$ cat config.mk
export PLATFORM = sky130hd
export DESIGN_NAME = stopwatch_core
export DESIGN_NICKNAME = d
export VERILOG_FILES = /design/src/rtl/stopwatch_pkg.sv /design/src/rtl/stopwatch_bcd_digit.sv /design/src/rtl/stopwatch_core.sv
export SDC_FILE = /design/constraint.sdc
export NUM_CORES = 1
export LEC_CHECK = 0
export CAP_MARGIN = 10
export CORE_MARGIN = 2
export CORE_UTILIZATION = 46
export DETAILED_ROUTE_END_ITERATION = 8
export PLACE_DENSITY = 0.83
export SETUP_SLACK_MARGIN = 0.3
export SYNTH_ARGS = -nofsm -noshare
export SYNTH_HDL_FRONTEND = slang
export SYNTH_SLANG_ARGS = --single-unit
$ cat constraint.sdc
create_clock -name mclk -period 1.42 [get_ports mclk]
set_input_delay 0.213 -clock mclk [delete_from_list [all_inputs] [get_ports mclk]]
set_output_delay 0.213 -clock mclk [all_outputs]
set_load 0.03 [all_outputs]
$ cat src/rtl/stopwatch_pkg.sv
// Shared types and constants for the stopwatch slice.
//   state_t  : control FSM states (idle / run / pause)
//   DIGIT_W  : width of one BCD digit
//   DEC_MAX  : highest value of a plain decimal digit
package stopwatch_pkg;

    localparam int unsigned DIGIT_W = 4;
    localparam int unsigned DEC_MAX = 9;

    typedef enum logic [1:0] {
        StIdle  = 2'd0,
        StRun   = 2'd1,
        StPause = 2'd2
    } state_t;

endpackage

$ cat src/rtl/stopwatch_bcd_digit.sv
// One BCD counter digit with synchronous clear and rollover at MAX.
//   mclk   : system clock
//   rst_n  : asynchronous active-low reset
//   clr    : synchronous clear to 0 (wins over en)
//   en     : advance by one this cycle
//   q      : current digit value
//   carry  : en while the digit sits at MAX (enables the next digit up)
module bcd_digit
    import stopwatch_pkg::*;
#(
    parameter int unsigned MAX = 9
) (
    input  logic               mclk,
    input  logic               rst_n,
    input  logic               clr,
    input  logic               en,
    output logic [DIGIT_W-1:0] q,
    output logic               carry
);

    localparam logic [DIGIT_W-1:0] MaxQ = DIGIT_W'(MAX);

    logic [DIGIT_W-1:0] q_q;

    always_ff @(posedge mclk or negedge rst_n) begin
        if (!rst_n) begin
            q_q <= '0;
        end else if (clr) begin
            q_q <= '0;
        end else if (en) begin
            q_q <= (q_q == MaxQ) ? '0 : q_q + DIGIT_W'(1);
        end
    end

    assign q     = q_q;
    assign carry = en & (q_q == MaxQ);

endmodule

$ cat src/rtl/stopwatch_core.sv
// Tenths-of-a-second stopwatch, m:ss.t in BCD, all logic on mclk.
//   mclk      : system clock (only clock)
//   rst_n     : asynchronous active-low reset
//   slow_clk  : ~10 Hz divided clock, mclk-synchronous; sampled as a tick enable
//   btn_start : start/pause button level (asynchronous, debounced)
//   btn_clear : clear button level (asynchronous, debounced)
//   bcd       : {min, sec_tens, sec_units, tenths}
//   running   : registered, high while in the run state
//   wrap      : registered one-cycle pulse after 9:59.9 -> 0:00.0
module stopwatch_core
    import stopwatch_pkg::*;
#(
    parameter int unsigned MIN_MAX  = 9,
    parameter int unsigned SECT_MAX = 5
) (
    input  logic        mclk,
    input  logic        rst_n,
    input  logic        slow_clk,
    input  logic        btn_start,
    input  logic        btn_clear,
    output logic [15:0] bcd,
    output logic        running,
    output logic        wrap
);

    logic   slow_q;
    logic   start_s1_q, start_s2_q, start_prev_q;
    logic   clear_s1_q, clear_s2_q, clear_prev_q;
    state_t state_q;
    logic   running_q;
    logic   wrap_q;

    logic tick;
    logic start_p;
    logic clear_p;
    logic tenths_en;

    logic [DIGIT_W-1:0] tenths_q, sec_u_q, sec_t_q, min_q;
    logic               tenths_c, sec_u_c, sec_t_c, min_c;

    // Edge detect on the slow clock and 2-FF sync + edge detect on each button.
    always_ff @(posedge mclk or negedge rst_n) begin
        if (!rst_n) begin
            slow_q       <= 1'b0;
            start_s1_q   <= 1'b0;
            start_s2_q   <= 1'b0;
            start_prev_q <= 1'b0;
            clear_s1_q   <= 1'b0;
            clear_s2_q   <= 1'b0;
            clear_prev_q <= 1'b0;
        end else begin
            slow_q       <= slow_clk;
            start_s1_q   <= btn_start;
            start_s2_q   <= start_s1_q;
            start_prev_q <= start_s2_q;
            clear_s1_q   <= btn_clear;
            clear_s2_q   <= clear_s1_q;
            clear_prev_q <= clear_s2_q;
        end
    end

    assign tick    = slow_clk & ~slow_q;
    assign start_p = start_s2_q & ~start_prev_q;
    assign clear_p = clear_s2_q & ~clear_prev_q;

    // The tick is judged against the current (pre-transition) state.
    assign tenths_en = (state_q == StRun) & tick;

    // Control FSM with registered outputs; clear dominates everything.
    always_ff @(posedge mclk or negedge rst_n) begin
        if (!rst_n) begin
            state_q   <= StIdle;
            running_q <= 1'b0;
            wrap_q    <= 1'b0;
        end else begin
            wrap_q <= min_c & ~clear_p;
            if (clear_p) begin
                state_q   <= StIdle;
                running_q <= 1'b0;
            end else if (start_p) begin
                unique case (state_q)
                    StIdle:  begin state_q <= StRun;   running_q <= 1'b1; end
                    StRun:   begin state_q <= StPause; running_q <= 1'b0; end
                    StPause: begin state_q <= StRun;   running_q <= 1'b1; end
                    default: begin state_q <= StIdle;  running_q <= 1'b0; end
                endcase
            end
        end
    end

    bcd_digit #(.MAX(DEC_MAX)) u_tenths (
        .mclk  (mclk),
        .rst_n (rst_n),
        .clr   (clear_p),
        .en    (tenths_en),
        .q     (tenths_q),
        .carry (tenths_c)
    );

    bcd_digit #(.MAX(DEC_MAX)) u_sec_units (
        .mclk  (mclk),
        .rst_n (rst_n),
        .clr   (clear_p),
        .en    (tenths_c),
        .q     (sec_u_q),
        .carry (sec_u_c)
    );

    bcd_digit #(.MAX(SECT_MAX)) u_sec_tens (
        .mclk  (mclk),
        .rst_n (rst_n),
        .clr   (clear_p),
        .en    (sec_u_c),
        .q     (sec_t_q),
        .carry (sec_t_c)
    );

    // Carry out of the minutes digit marks the full 9:59.9 rollover.
    bcd_digit #(.MAX(MIN_MAX)) u_min (
        .mclk  (mclk),
        .rst_n (rst_n),
        .clr   (clear_p),
        .en    (sec_t_c),
        .q     (min_q),
        .carry (min_c)
    );

    assign bcd     = {min_q, sec_t_q, sec_u_q, tenths_q};
    assign running = running_q;
    assign wrap    = wrap_q;

endmodule

Word level (Yosys, flattened, before mapping)
Cells that the tools add are included.

Add/sub/neg operators: 4. Eq/ne operators: 6. Mux-type cells: 18. Bitwise logic cells: 13. Reductions and logical operators: 7.

Operators by type and width (count): 2-to-1 mux 4 bit (12); adder 4 x 1 -> 4 bit, second input constant (4); equality test 4 bit, second input constant (3); nonzero test 2 bit (5); bitwise AND 1 bit (9); equality test 4 x 3 -> 1 bit, second input constant (1); 2-to-1 mux 2 bit (2); inverter 1 bit (4); one-hot mux 2 bit (2 select lines) (1); 2-to-1 mux 1 bit (3); equality test 2 x 1 -> 1 bit, second input constant (1); equality test 2 bit, second input constant (1); zero test 2 bit (1); OR reduction 2 bit (1).

Register bits after elaboration: 27. Output and inout port bits: 18. Word-level logic and storage cells: 62.

Logic depth before layout (Yosys ltp)
Depth after elaboration: 8. Mapped depth: 7.

Cells and area by module
A second synthesis with hierarchy kept.

Cell total of the unflattened synthesis: 120. Area, all modules: 1276.2 um^2.

By module, submodules not included: bcd_digit (u_min ...) (times used 3, cells each 26, area an instance 241.5 um^2, sequential area each 100.1 um^2); stopwatch_core (times used 1, cells each 19, area an instance 317.8 um^2, sequential area each 250.2 um^2); bcd_digit (u_sec_tens) (times used 1, cells each 23, area an instance 234.0 um^2, sequential area each 100.1 um^2).

Least setup slack after synthesis
OpenSTA, ideal clock, no wires.

Path kind: flip-flop to flip-flop. From: register u_tenths.q_q[0], in the netlist u_tenths.q[0]. To: register u_min.q_q[3], in the netlist u_min.q[3]. Setup time: 99 ps. Arrival time: 1664 ps. Required time: 1321 ps. Setup slack: -344 ps. Cell stages (with the launch flop): 7. Path buffers: 1. Cells stage by stage: dfrtp_1 ha_1 and3b_1 buf_6 and4_4 a41oi_1 a311oi_1.

Word-level cells in the longest chain between the ends: 5.

Ends and longest elaborated chain: from (decl) (line stopwatch_bcd_digit.sv:23) `logic [DIGIT_W-1:0] q_q;`; from (signal assigned) (line stopwatch_bcd_digit.sv:31) `q_q <= (q_q == MaxQ) ? '0 : q_q + DIGIT_W'(1);`; equality test 4 bit (line stopwatch_bcd_digit.sv:36) `assign carry = en & (q_q == MaxQ);`; bitwise AND 1 bit (3 in a row) (line stopwatch_bcd_digit.sv:36); nonzero test 2 bit (no line); to (signal assigned) (line stopwatch_bcd_digit.sv:31); to (decl) (line stopwatch_bcd_digit.sv:23).

No other way between the ends. A chain may end at the register's enable or synchronous reset.

Final worst setup path
From: register u_tenths.q_q[1], in the netlist u_tenths.q[1]. To: register u_sec_tens.q_q[3], in the netlist u_sec_tens.q[3].

Word-level cells in the longest chain between the ends: 4.

Ends and longest elaborated chain (line): equality test 4 bit (stopwatch_bcd_digit.sv:36); bitwise AND 1 bit (2 in a row) (stopwatch_bcd_digit.sv:36); nonzero test 2 bit (no line); to (signal assigned) (stopwatch_bcd_digit.sv:31); to (decl) (stopwatch_bcd_digit.sv:23).

No other way between the ends.

==> impl_metrics.tcl <==
set metrics [dict create \
    io_buffers 22 \
    cts_buffers 3 \
    synth_edf_count 0 \
    io_pins 23 \
    fp-row-count 19 \
    fin_nets 199 \
    clkLatencyLatePin_ns 0.34 \
    cp_slowest_stage_delay_ns 0.44 \
    finalNonFillerCells 216 \
    cp_cell_sequence "inv_2 -> ha_4 -> buf_6 -> nand3b_1 -> buf_4 -> nor4_4 -> mux2i_1 -> nor2_1" \
    placed_cells 196 \
    synth-async-reset-ratio_pct 100.0 \
    worst_clock_skew_ns 0.01424 \
    drt_wl_total_um 3753 \
    setup_violations 16 \
    vias_per_cell 5.620 \
    cts_tree "yes" \
    startpoint_type "flop" \
    worst-path-buf-inv 3 \
    syn-cell-area_um2 1306 \
    grt_max_degree 27 \
    tightest_slew_ns 0.3287 \
    grtUsageTotal_pct 21.89 \
    grt_pass1_wl_um 5478 \
    root_buffer "clkbuf_4" \
    synthCells 123 \
    h-tree-depth 1 \
    hpwl_um 2170 \
    power_frac_seq_pct 53.6 \
    clk_pin_slew_ns 0.15 \
    syn_nets 136 \
    grt_overflow 0 \
    worst_slack_ns -0.2654 \
    ys_types 34 \
    fin_crit_sh_pct 118.7 \
    initial_core_util_pct 47.78 \
    cp_data_arrival_time_ns 1.93 \
    synth_ff_type "dfrtp_1" \
    syn_to_final_growth_pct 60.82 \
    power.internal_w 0.001084 \
    rsz0062_at_grt "true" \
    slew_violations 0 \
    combPwrFrac_pct 20.3 \
    die_area_um2 3282 \
    synth_top_area_share_pct 49.81 \
    utilization_pct 76.84 \
    antenna_found_initial 0 \
    synth_common_cells "dfrtp_1 (26), nor2_1 (16), a21oi_1 (9), nand2_1 (9), ha_1 (8)" \
    worst_setup_path_end_kind "flop" \
    p_per_area_nw_per_um2 707.3 \
    clock_path_buffers 2 \
    wl_per_cell_um 17.38 \
    holdWs_ns 0.2058 \
    p_switching_w 0.0004022 \
    period_needed_ns 1.685 \
    drive_gt1_share_pct 54.59 \
    crit_start "u_tenths.q[1]" \
    cp_top_family "flip-flops" \
    r2r_slack_ns -0.27 \
    core_um2 2734 \
    synth_most_common_cell "dfrtp_1" \
    fmax_ghz 0.5933 \
    worstPathRequired_ns 1.66 \
    n_antenna_cell 0 \
    die_h_um 57.29 \
    peakVddDrop_v 0.0009725 \
    seq_area_frac_synth_pct 49.81 \
    p_sw_share_pct 27.07 \
    drc_errors 0 \
    max_slew_margin_pct 78.02 \
    grt_pass1_vias 1206 \
    fill_cells 158 \
    cts.hold.buffers_added 0 \
    synth_area_per_cell_um2 10.62 \
    crit_fanout 3 \
    drt_iter0_markers 62 \
    hp-class "in -> async" \
    numClockSinks 26 \
    critPathSlowestCell "dfrtp_2" \
    crit_type "reg -> reg" \
    synth_area_leader_cell "dfrtp_1" \
    maxCapViolCount 0 \
    clkPwrFrac_pct 26.1 \
    yosys_warnings 0 \
    drtPass1Iterations 5 \
    violations "negative setup slack" \
    leakagePower_nw 0.9661 \
    vias 1214 \
    ant_nets 0 \
    ys_seq_elements 26 \
    status "complete, but fails checks" \
    final-hold-violation-count 0 \
    die_w_um 57.29 \
    place_congestion 0.7977 \
    rr_startpoint "u_tenths.q[1]" \
    ys_top_cells_by_area "dfrtp_1 (50%), ha_1 (7.7%), nor2_1 (4.6%)" \
]
## worst register-to-register path, cell delays in order (launching register included)
cell,delay [ns]
dfrtp_2,0.44
inv_2,0.06
ha_4,0.12
buf_6,0.09
nand3b_1,0.21
buf_4,0.22
nor4_4,0.16
mux2i_1,0.23
nor2_1,0.06
## final timing paths
path	endpoint	depth (start not counted)
worst max-delay path	u_sec_tens.q[3]	8
worst min-delay path	start_prev_q	2
worst max register to register	u_sec_tens.q[3]	8
worst min register to register	clear_s2_q	0
max in group asynchronous	u_min.q[0]	2
min in group mclk	start_s1_q	1
## through the flow
step | total power (W) | setup TNS, ns | setup slack [ns] | instance area, um2
CTS | 0.001424 | -1.637 | -0.1714 | 1968
finish | 0.001486 | -2.843 | -0.2654 | 2101
floorplan | 0.0009123 | -0.8136 | -0.2033 | 1356
global placement | 0.001013 | -3.290 | -0.3128 | 1757
detailed placement | 0.001022 | -3.959 | -0.3569 | 1757
global route | 0.001538 | -4.013 | -0.3488 | 2101
## repair_timing
action	CTS	global route
resized for setup	139	28
pin swaps	9	11
buffers inserted	10	6
endpoints found under the setup margin	36	35
## power by group through the flow
stage / clock (W) / sequential (W) / combinational [W]
detailed placement: 0 / 0.000803 / 0.000219
global route: 0.000418 / 0.000799 / 0.000321
floorplan: 0 / 0.000839 / 0.0000737
global placement: 0 / 0.000802 / 0.000211
finish: 0.000387 / 0.000796 / 0.000302
CTS: 0.000387 / 0.000795 / 0.000242
## final cells by class
cell class                 instances  area, um2  area share (%)
sequential                        26      663.1           31.57
timing repair buffer              62      599.3           28.53
multi-input combinational         88      744.5           35.44
clock buffer                       4      36.28           1.727
tap                               31      38.79           1.846
inverter                           5      18.77          0.8934
## logic make-up after synthesis
group / after synthesis / synth area share (%)
AND/OR/NAND/NOR: 57 / 26.25
flip-flops: 26 / 49.81
AO/OA/AOI/OAI: 16 / 7.184
buffers and inverters: 9 / 3.926
adder cells (fa/ha/maj): 8 / 7.663
multiplexers: 4 / 3.161
XOR/XNOR: 3 / 2.012
## per-layer routing
metal	routed length (um)	part of all wire (%)	vias up	track usage [%]
met5	0	0	-	0
met4	155	4.1	0	11.30
met3	146	3.9	22	3.855
met2	1918	51	45	36.29
met1	1532	41	589	27.45
li1	-	-	558	-
## cells in the final DEF (no fill, tap or decap), types with 4 or more instances in the layout
master,count
nand3_1,4
nor2_1,15
nand2_1,9
clkdlybuf4s50_1,4
dfrtp_1,16
buf_6,31
a21oi_1,7
buf_4,26
ha_1,5
dfrtp_2,10
## flip-flops by register name (all words and copies together), names as in the netlist
name and cells:
u_tenths.q 4, clear_prev_q 1, u_sec_tens.q 4, u_sec_units.q 4
state_q 2, clear_s2_q 1, start_s1_q 1, wrap 1
start_s2_q 1, start_prev_q 1, slow_q 1, clear_s1_q 1
u_min.q 4
No activity file was read; power rests on OpenSTA's default activity.
==> variant: new RTL, same flow settings <==
Register the inputs `btn_start` and `btn_clear` before use, with the module's reset. The logic sees them one clock later.
--- a/src/rtl/stopwatch_core.sv
+++ b/src/rtl/stopwatch_core.sv
@@ -24,2 +24,15 @@
 );
+
+    logic btn_start_q;
+    logic btn_clear_q;
+
+    always_ff @(posedge mclk or negedge rst_n) begin
+        if (!rst_n) begin
+            btn_start_q <= '0;
+            btn_clear_q <= '0;
+        end else begin
+            btn_start_q <= btn_start;
+            btn_clear_q <= btn_clear;
+        end
+    end
 
@@ -52,6 +65,6 @@
             slow_q       <= slow_clk;
-            start_s1_q   <= btn_start;
+            start_s1_q   <= btn_start_q;
             start_s2_q   <= start_s1_q;
             start_prev_q <= start_s2_q;
-            clear_s1_q   <= btn_clear;
+            clear_s1_q   <= btn_clear_q;
             clear_s2_q   <= clear_s1_q;
Behaviour: not the same (Yosys sat finds a counterexample within 4 cycles, from zero or initial values and one cycle with rst_n low).
==> variant against the unedited design <==
Sequential power rose by 7.7%. Sequential cell count increased by 2. The flow still finishes with violations (setup timing). Global-route usage is 2.3 points higher. Largest power group unchanged. Power up 15%. Worst setup slack worse by 0.095 ns. Cell area increased by 8.2%. Wire length is 1.7% higher. Synthesized area up 2.7%.
==> variant: results (changes against the unedited design) <==
met2 Usage GRT -> 43.0% (+6.7 points)
DP Cell Count -> 204 (+4.1%)
Seq/Total Area, Yosys -> 52.2% (+2.4 points)
failing checks -> setup timing
Fill cells -> 156 (-1.3%)
met1 WL -> 1550 um (+1.2%)
post-DP HPWL -> 2210 um (+1.9%)
top post-synthesis cells by count -> dfrtp_1 (28), nor2_1 (18), a21oi_1 (10)
status -> complete, but fails checks
first-pass GRT wire length -> 6200 um (+13%)
CP max stage delay -> 0.52 ns (+0.08 ns)
worst setup margin -> -0.360 ns (-0.0947 ns)
placed inst area -> 1830 um^2 (+3.9%)
Placer Congestion -> 0.785 (-1.6%)
skew final -> 0.00666 ns (-0.00758 ns)
Syn Nets -> 140 (+2.9%)
Synth Area in Compound Gates -> 6.44% (-0.75 points)
Static Leak -> 1.03 nW (+6.9%)
NumNets Final -> 207 (+4.0%)
GR Layer Usage met1 -> 30.2% (+2.8 points)
worst-path maximum fanout -> 4 (+1)
final cell count without fillers -> 224 (+3.7%)
CTS resizes -> 157 (+13%)
Setup Buffers After CTS -> 9 (-1)
vias per cell -> 5.59 (-0.47%)
Setup Viol. Count Final -> 17 (+1)
## variant: changes by cell type in the layout (fill, tap and decap cells not counted), sizes merged, moves of 2 or more
| cell | change |
|---|---|
| dfrtp | +2 |
| buf | +4 |
| a311oi | -2 |
| xnor2 | -2 |
| nor3 | -2 |
| o21ai | +3 |
| mux2i | +3 |
| nand4b | -2 |
| nor2 | +2 |
## variant: worst paths after layout
kind,from,to,slack [ns],cells after the start
max,u_tenths.q[1],u_min.q[3],-0.36,6
max reg2reg,u_tenths.q[1],u_min.q[3],-0.36,6
min in group mclk,btn_start,btn_start_q,0.28,1
min,rst_n,u_min.q[3],0.22,2
min reg2reg,clear_s1_q,clear_s2_q,0.37,0
max in group asynchronous,rst_n,u_sec_units.q[1],0.91,2
## variant: cell type report
cell class                      instances  share of cell area (%)
Clock buffer                            3                   0.991
Multi-Input combinational cell         90                    34.7
Timing Repair Buffer                   66                    29.2
Inverter                                5                   0.826
Sequential cell                        28                    31.3
Clock inverter                          1                    1.32
Tap cell                               31                    1.71
